==> src/rtl/ahblite_s_port_marb.sv <==
// ahblite_s_port_marb: round-robin multi-master arbiter in front of one AHB-Lite slave port.
// Optional locked-burst retention is enabled by defining AHBLITE_S_PORT_MARB_LOCK_EN.
module ahblite_s_port_marb #(
    parameter int AHB_AW  = 32,
    parameter int AHB_DW  = 32,
    parameter int MST_NUM = 4
) (
    input  logic                             clk,
    input  logic                             rst_n,
    output logic                             hsel_o,
    output logic [AHB_AW-1:0]                haddr_o,
    output logic                             hwrite_o,
    output logic [1:0]                       htrans_o,
    output logic [2:0]                       hsize_o,
    output logic [2:0]                       hburst_o,
    output logic [3:0]                       hprot_o,
    output logic                             hmastlock_o,
    output logic [AHB_DW-1:0]                hwdata_o,
    output logic                             hready_o,
    input  logic                             hreadyout_i,
    input  logic                             hresp_i,
    input  logic [AHB_DW-1:0]                hrdata_i,
    input  logic [MST_NUM-1:0]               s_req_i,
    output logic [MST_NUM-1:0]               s_grant_o,
    output logic [MST_NUM-1:0]               s_dgrant_o,
    input  logic [MST_NUM-1:0][AHB_AW-1:0]   s_haddr_i,
    input  logic [MST_NUM-1:0]               s_hwrite_i,
    input  logic [MST_NUM-1:0][1:0]          s_htrans_i,
    input  logic [MST_NUM-1:0][2:0]          s_hsize_i,
    input  logic [MST_NUM-1:0][2:0]          s_hburst_i,
    input  logic [MST_NUM-1:0][3:0]          s_hprot_i,
    input  logic [MST_NUM-1:0]               s_hmastlock_i,
    input  logic [MST_NUM-1:0][AHB_DW-1:0]   s_hwdata_i,
    output logic                             s_hready_o,
    output logic                             s_hresp_o,
    output logic [AHB_DW-1:0]                s_hrdata_o
);
    localparam int MW = $clog2(MST_NUM);
    typedef enum logic [1:0] {IDLE, ARB, ACCESS} state_e;
    state_e           state_q, state_d;
    logic [MW-1:0]    cur_q, cur_d, dmst_q, dmst_d, rr_mst;
    logic             dval_q, dval_d;
    logic [4:0]       beat_q, beat_d, limit;
    logic             grant, accept, incr_end, burst_end, lock;

    assign grant       = state_q == ACCESS;
    assign hsel_o      = state_q != IDLE;
    assign haddr_o     = grant ? s_haddr_i[cur_q] : '0;
    assign hwrite_o    = grant ? s_hwrite_i[cur_q] : 1'b0;
    assign htrans_o    = grant ? s_htrans_i[cur_q] : 2'b00;
    assign hsize_o     = grant ? s_hsize_i[cur_q] : '0;
    assign hburst_o    = grant ? s_hburst_i[cur_q] : '0;
    assign hprot_o     = grant ? s_hprot_i[cur_q] : '0;
    assign s_grant_o   = grant ? MST_NUM'(1) << cur_q : '0;
    assign s_dgrant_o  = dval_q ? MST_NUM'(1) << dmst_q : '0;
    assign hwdata_o    = dval_q ? s_hwdata_i[dmst_q] : '0;
    assign hready_o    = hreadyout_i;
    assign s_hready_o  = hreadyout_i;
    assign s_hresp_o   = hresp_i;
    assign s_hrdata_o  = hrdata_i;

`ifdef AHBLITE_S_PORT_MARB_LOCK_EN
    assign lock        = s_hmastlock_i[cur_q];
    assign hmastlock_o = grant & lock;
`else
    logic unused_mastlock;
    assign unused_mastlock = |s_hmastlock_i;
    assign lock        = 1'b0;
    assign hmastlock_o = 1'b0;
`endif

    assign accept    = grant && htrans_o[1] && hreadyout_i;
    assign limit     = hburst_o[2:1] == 2'b00 ? 5'd1 : hburst_o[2:1] == 2'b01 ? 5'd4 :
                       hburst_o[2:1] == 2'b10 ? 5'd8 : 5'd16;
    assign incr_end  = htrans_o == 2'b00 || (htrans_o == 2'b10 && beat_q != 5'd0);
    // The second ERROR cycle ends the burst whatever the beat count.
    assign burst_end = grant && hreadyout_i &&
                       (hresp_i || (hburst_o == 3'b001 ? incr_end : accept && beat_q + 5'd1 == limit));

    // Lowest requester above cur_q wins; otherwise wrap to the lowest at or below it.
    always_comb begin
        rr_mst = cur_q;
        for (int i = MST_NUM - 1; i >= 0; i--)
            if (s_req_i[i] && i <= int'(cur_q)) rr_mst = MW'(i);
        for (int i = MST_NUM - 1; i >= 0; i--)
            if (s_req_i[i] && i > int'(cur_q)) rr_mst = MW'(i);
    end

    always_comb begin
        state_d = state_q;
        cur_d   = cur_q;
        beat_d  = beat_q;
        dval_d  = hreadyout_i ? accept : dval_q;
        dmst_d  = accept ? cur_q : dmst_q;
        unique case (state_q)
            IDLE:    state_d = |s_req_i ? ARB : IDLE;
            ARB:     begin
                state_d = ACCESS;
                cur_d   = rr_mst;
            end
            ACCESS:  begin
                beat_d  = burst_end ? 5'd0 : beat_q + 5'(accept);
                state_d = !burst_end ? ACCESS : lock ? ACCESS : |s_req_i ? ARB : IDLE;
            end
            default: state_d = IDLE;
        endcase
    end

    always_ff @(posedge clk or negedge rst_n) begin
        if (!rst_n) begin
            state_q <= IDLE;
            cur_q   <= MW'(MST_NUM - 1);
            beat_q  <= '0;
            dval_q  <= 1'b0;
            dmst_q  <= '0;
        end else begin
            state_q <= state_d;
            cur_q   <= cur_d;
            beat_q  <= beat_d;
            dval_q  <= dval_d;
            dmst_q  <= dmst_d;
        end
    end
endmodule
==> config.mk <==
export PLATFORM = sky130hd
export DESIGN_NAME = ahblite_s_port_marb
export DESIGN_NICKNAME = d
export VERILOG_FILES = /design/src/rtl/ahblite_s_port_marb.sv
export SDC_FILE = /design/constraint.sdc
export NUM_CORES = 1
export LEC_CHECK = 0
export BUFFER_PORTS_ARGS = -buffer_cell sky130_fd_sc_hd__buf_4
export CORE_AREA = 5 5 179 181
export DETAILED_ROUTE_END_ITERATION = 10
export DIE_AREA = 0 0 184 186
export PLACE_DENSITY = 0.34
export REMOVE_ABC_BUFFERS = 1
export SLEW_MARGIN = 10
export SYNTH_ARGS = -nofsm -noshare
export SYNTH_HDL_FRONTEND = slang
export SYNTH_SLANG_ARGS = --single-unit
==> constraint.sdc <==
create_clock -name clk -period 3.1 [get_ports clk]
set_input_delay 0.775 -clock clk [delete_from_list [all_inputs] [get_ports clk]]
set_output_delay 0.775 -clock clk [all_outputs]
set_load 0.01 [all_outputs]
After elaboration in Yosys (flattened, before gate mapping):

Index checks and enable logic that the tools add are counted.
W data, S select, Z words.

* reductions and logical operators: 22
* $lt $le $gt $ge: 8
* equal/unequal tests: 7
* $add $sub $neg: 2
* mux-type cells: 38
* shifts and indexed selects: 2

Operators with widths (number)
* $bmux W32 S2: 2
* $mux W32: 4
* $mux W2: 10
* $mux W5: 4
* $mux W4: 4
* $bmux W3 S2: 2
* $logic_and A1 B1 Y1: 12
* $mux W3: 4
* $bmux W4 S2: 1
* $shl A1 B2 Y4 const A: 2
* $reduce_bool A7 Y1: 1
* $eq A2 B2 Y1 const B: 3
* $logic_not A2 Y1: 3
* $lt A2 B3 Y1 const B: 2
* $pmux W2 S3: 1
* $add A5 B1 Y5: 1
* $add A5 B1 Y5 const B: 1
* $eq A5 B5 Y1: 1
* $reduce_bool A5 Y1: 1
* $bmux W2 S2: 1
* $eq A2 B1 Y1 const B: 2
* $gt A2 B2 Y1 const A: 2
* $le A2 B2 Y1 const A: 2
* $mux W1: 4
* 8 further kinds: 9

* register bits: 12
* word-level logic and storage cells: 84
* input bits: 352

Longest topological paths before layout:

* depth in word-level cells: 14
* gate-level depth with buffers: 10
* mapped depth without buffers: 8

Worst setup path before layout:

Ideal clock, no wire load.

* path type: register to output
* from: register cur_q[0]
* to: output hprot_o[0]
* arrival: 1.947 ns
* path buffers: 3
* path slack: 0.378 ns
* data required time: 2.325 ns
* cell stages (with the launch flop): 6
* cells stage by stage: dfstp_2 -> buf_6 -> buf_4 -> buf_1 -> mux4_2 -> and2_1

* word-level cells in the longest chain between the ends: 3

Ends and longest elaborated chain
* start: declaration: line 41 `logic [MW-1:0] cur_q, cur_d, dmst_q, dmst_d, rr_mst;`
* start signal: assignment: line 112 `cur_q <= MW'(MST_NUM - 1);`
* start signal: assignment: line 118 `cur_q <= cur_d;`
* $bmux W4 S2: line 53 `assign hprot_o = grant ? s_hprot_i[cur_q] : '0;`
* $mux W4 (implied by the code): line 53
* $mux W4: line 53
* end: declaration: line 16 `output logic [3:0] hprot_o,`

Every way passes these cells. The select of a mux whose other input is x is not followed.

Worst setup path in the final report:

* from: register cur_q[0]
* to: output haddr_o[26]

* word-level cells in the longest chain between the ends: 3

Ends and longest elaborated chain
* $bmux W32 S2: line 48 `assign haddr_o = grant ? s_haddr_i[cur_q] : '0;`
* $mux W32 (implied by the code): line 48
* $mux W32: line 48
* end: declaration: line 11 `output logic [AHB_AW-1:0] haddr_o,`

Every way passes these cells. The select of a mux whose other input is x is not followed.

==> summary.md <==
| Metric | Value |
|---|---|
| Dpl hpwl | `19000 um` |
| Place WS | `between 0.3 and 0.4 ns` |
| Mean Syn Cell Area | `roughly 11 sq um` |
| H-tree Lvls | `1` |
| Nets@finish | `~1100` |
| Critical path's slowest cell | `dfstp_4` |
| P&R area growth vs syn | `93.9%` |
| Core area | `between 30000 and 40000 sq um` |
| CP Depth | `5` |
| Vias in the first global route | `4801` |
| RSZ-0062 raised after global routing | `false` |
| Met1 Wirelength | `between 8000 and 9000 um` |
| Worst-margin pin slew | `roughly 0.66 ns` |
| Top post-synthesis cells by area | `mux4_2, and2_1, buf_4` |
| Vias | `approximately 4300` |
| Post-route ant nets | `0` |
| DRT iter0 DRCs | `100` |
| Main synth FF type | `dfrtp_1` |
| TritonCTS Buffers | `3` |
| Leak Pwr | `3.30 nW` |
| Post-CTS Resized | `0` |
| CP required | `between 2 and 2.5 ns` |
| Seq cells post-synth | `12` |
| TritonCTS clock tree | `built` |
| Wire length per cell | `slightly below 20 um` |
| Crit path top cell by count | `buf_4` |
| Met3 routed WL | `between 2000 and 3000 um` |
| # rows | `64` |
| Final global-route overflow total | `0` |
| Total power | `~4.2 mW` |
| Die H | `around 190 um` |
| Commonest cells in the netlist | `mux4_2, and2_1, buf_4` |
| Num ports | `roughly 470` |
| Crit-path leading delay family | `flip-flops` |
| Worst-Skew Late Latency | `0.24 ns` |
| Min-Delay Path Class | `in2async` |
| CP max FO | `18` |
| Residual DRC | `0` |
| CP Cell Sequence | `buf_12, buf_4, mux4_2, and2_1, buf_4` |
| Sequential fraction of the synthesis area | `0.0841` |
| CP startpoint kind | `flip-flop` |
| Most frequent cell after synthesis | `mux4_2` |
| Post-Syn Area | `around 3600 sq um` |
| DR WL met2 | `around 10000 um` |
| GRT Total Usage | `0.116` |
| CTS max path bufs | `2` |
| Final min period | `slightly below 3 ns` |
| Fillcell total | `roughly 3400` |
| Max-Cap Viols | `0` |
| Top sig layer | `met5` |
| CTS root buf | `clkbuf_16` |
| Die ar. | `between 30000 and 40000 sq um` |
| DR pass1 iterations | `4` |
| Status | `complete, no violations` |
| Vias/cell | `3.92` |
| Post-CTS Hold Fix Bufs | `0` |
| PD cells | `around 600 nW/um^2` |
| Async S/R FF share, synth | `1.00` |
| Clock Skew | `between 0.0006 and 0.0007 ns` |
| Endpoints failing hold | `0` |
| CP Capture Type | `primary output` |
| Worst-case vdd ir drop | `between 0.2 and 0.3 mV` |
| Crit Path Category | `reg2out` |
| Top cell type by total area after synthesis | `mux4_2` |
| Tcrit/Tclk final | `0.953` |
| Yosys cell types | `between 40 and 50` |
| Critical path arrival | `2.18 ns` |
| Yosys top cell area share | `0.475` |
| Area of the multi-input gates | `2850 sq um` |
| Die X | `~180 um` |
| Port bufs | `404` |
| Largest net degree at the start of global routing | `42` |
| Clk sinks | `12` |
| Fin. max-slew vios | `0` |
| Reg2Reg Depth | `9` |
| Setup bufs post-CTS | `0` |
| Yosys synthesis warning count | `0` |
| FF+latch area | `approximately 310 sq um` |
| Peak per-stage delay on the critical path | `0.76 ns` |
| Starting Density | `0.119` |
| Post-Syn Instances | `342` |
| Worst path buffer plus inverter count | `3` |
| Number of synthesized flops with an enable pin | `0` |
| Final worst setup slack | `0.147 ns` |
| Slew headroom | `0.553` |
| Setup_tns | `0 ns` |
| First-pass GRT wire length | `a little over 30000 um` |
| Worst-path clk slew | `around 0.04 ns` |
| Routed WL | `about 22000 um` |
| FMAX | `about 340 MHz` |
| Layout cells sized above 1 | `0.731` |
| # setup viols final | `0` |
| RePlAce Congestion | `between 0.6 and 0.7` |
| Antenna violations before repair | `0` |
-- flip-flops by register name (all words and copies together), names as in the netlist --
signal / cells
beat_q: 5
cur_q: 2
dmst_q: 2
dval_q: 1
state_q: 2
-- power by group --
part	leakage [nW]	internal, mW	total (mW)	switching (mW)
clock network	0.0382	0.173	0.238	0.0653
registers	0.148	0.238	0.409	0.171
logic	3.11	2.05	3.57	1.51
total	3.30	2.47	4.21	1.75
-- cell families (layout without fill, tap and decap cells) --
| kind of cell | count (synthesis) | after routing | synth area share |
|---|---|---|---|
| DFF | 12 | 12 | 0.0841 |
| muxes | 84 | 84 | 0.498 |
| buffers and inverters | 76 | 428 | 0.125 |
| other | 1 | 2 | 0.00104 |
| adders and majority gates | 4 | 4 | 0.0139 |
| and+or+nand+nor | 140 | 140 | 0.221 |
| AOI/OAI and AO/OA | 18 | 18 | 0.0389 |
| xor gates and xnor gates | 7 | 7 | 0.0170 |
-- final cells by class --
class                   instances  area share
multi-input cells             254       0.409
clock buffers                   4      0.0113
repair buffers                417       0.461
well taps                     396      0.0710
diodes                          1    0.000358
inverters                       7     0.00376
flip-flops and latches         12      0.0441
-- metal layers --
metal  global-route usage  vias to the layer above
met1                0.133                     2024
met5               0.0243                        -
met4              0.00769                        2
li1                     -                     1963
met3               0.0627                        6
met2                0.199                      285
-- cell usage in the layout, fill, tap and decap left out, types with 2 or more instances in the layout --
cell type,instances
and3_1,2
and2_1,75
xor2_1,6
ha_1,4
nor4_1,4
mux4_2,76
inv_1,7
o21ai_0,2
nor3_1,5
o31a_1,2
mux2_2,2
nand2_1,15
clkbuf_16,3
o22ai_2,2
nand3_1,4
nand2b_1,2
o21ai_1,2
a21oi_1,3
dfrtp_1,9
mux2i_1,6
nor3b_1,2
nand4_1,2
nor2_1,21
buf_4,410
buf_12,7
-- through the flow --
stage          utilization  hold slack, ns  std cells  cell area, sq um
2_1_floorplan            -           0.479        273              3180
3_3_place_gp         0.228           0.540       1086              6900
3_5_place_dp         0.228           0.528       1086              6900
4_1_cts              0.231           0.378       1090              6980
5_1_grt              0.231           0.380       1090              6980
6_report             0.231           0.374       1091              6980
-- path summary, 6_finish.rpt --
path                       slack (ns)          end       from
setup / recovery                 0.15  haddr_o[26]   cur_q[0]
hold / removal                   0.37    beat_q[2]      rst_n
setup reg to reg                 0.39    beat_q[4]   cur_q[0]
hold reg to reg                  0.54    dmst_q[0]  dmst_q[0]
max in group asynchronous        2.49     cur_q[1]      rst_n
min in group clk                 0.54    dmst_q[0]  dmst_q[0]
(Power assumes the default switching activity.)
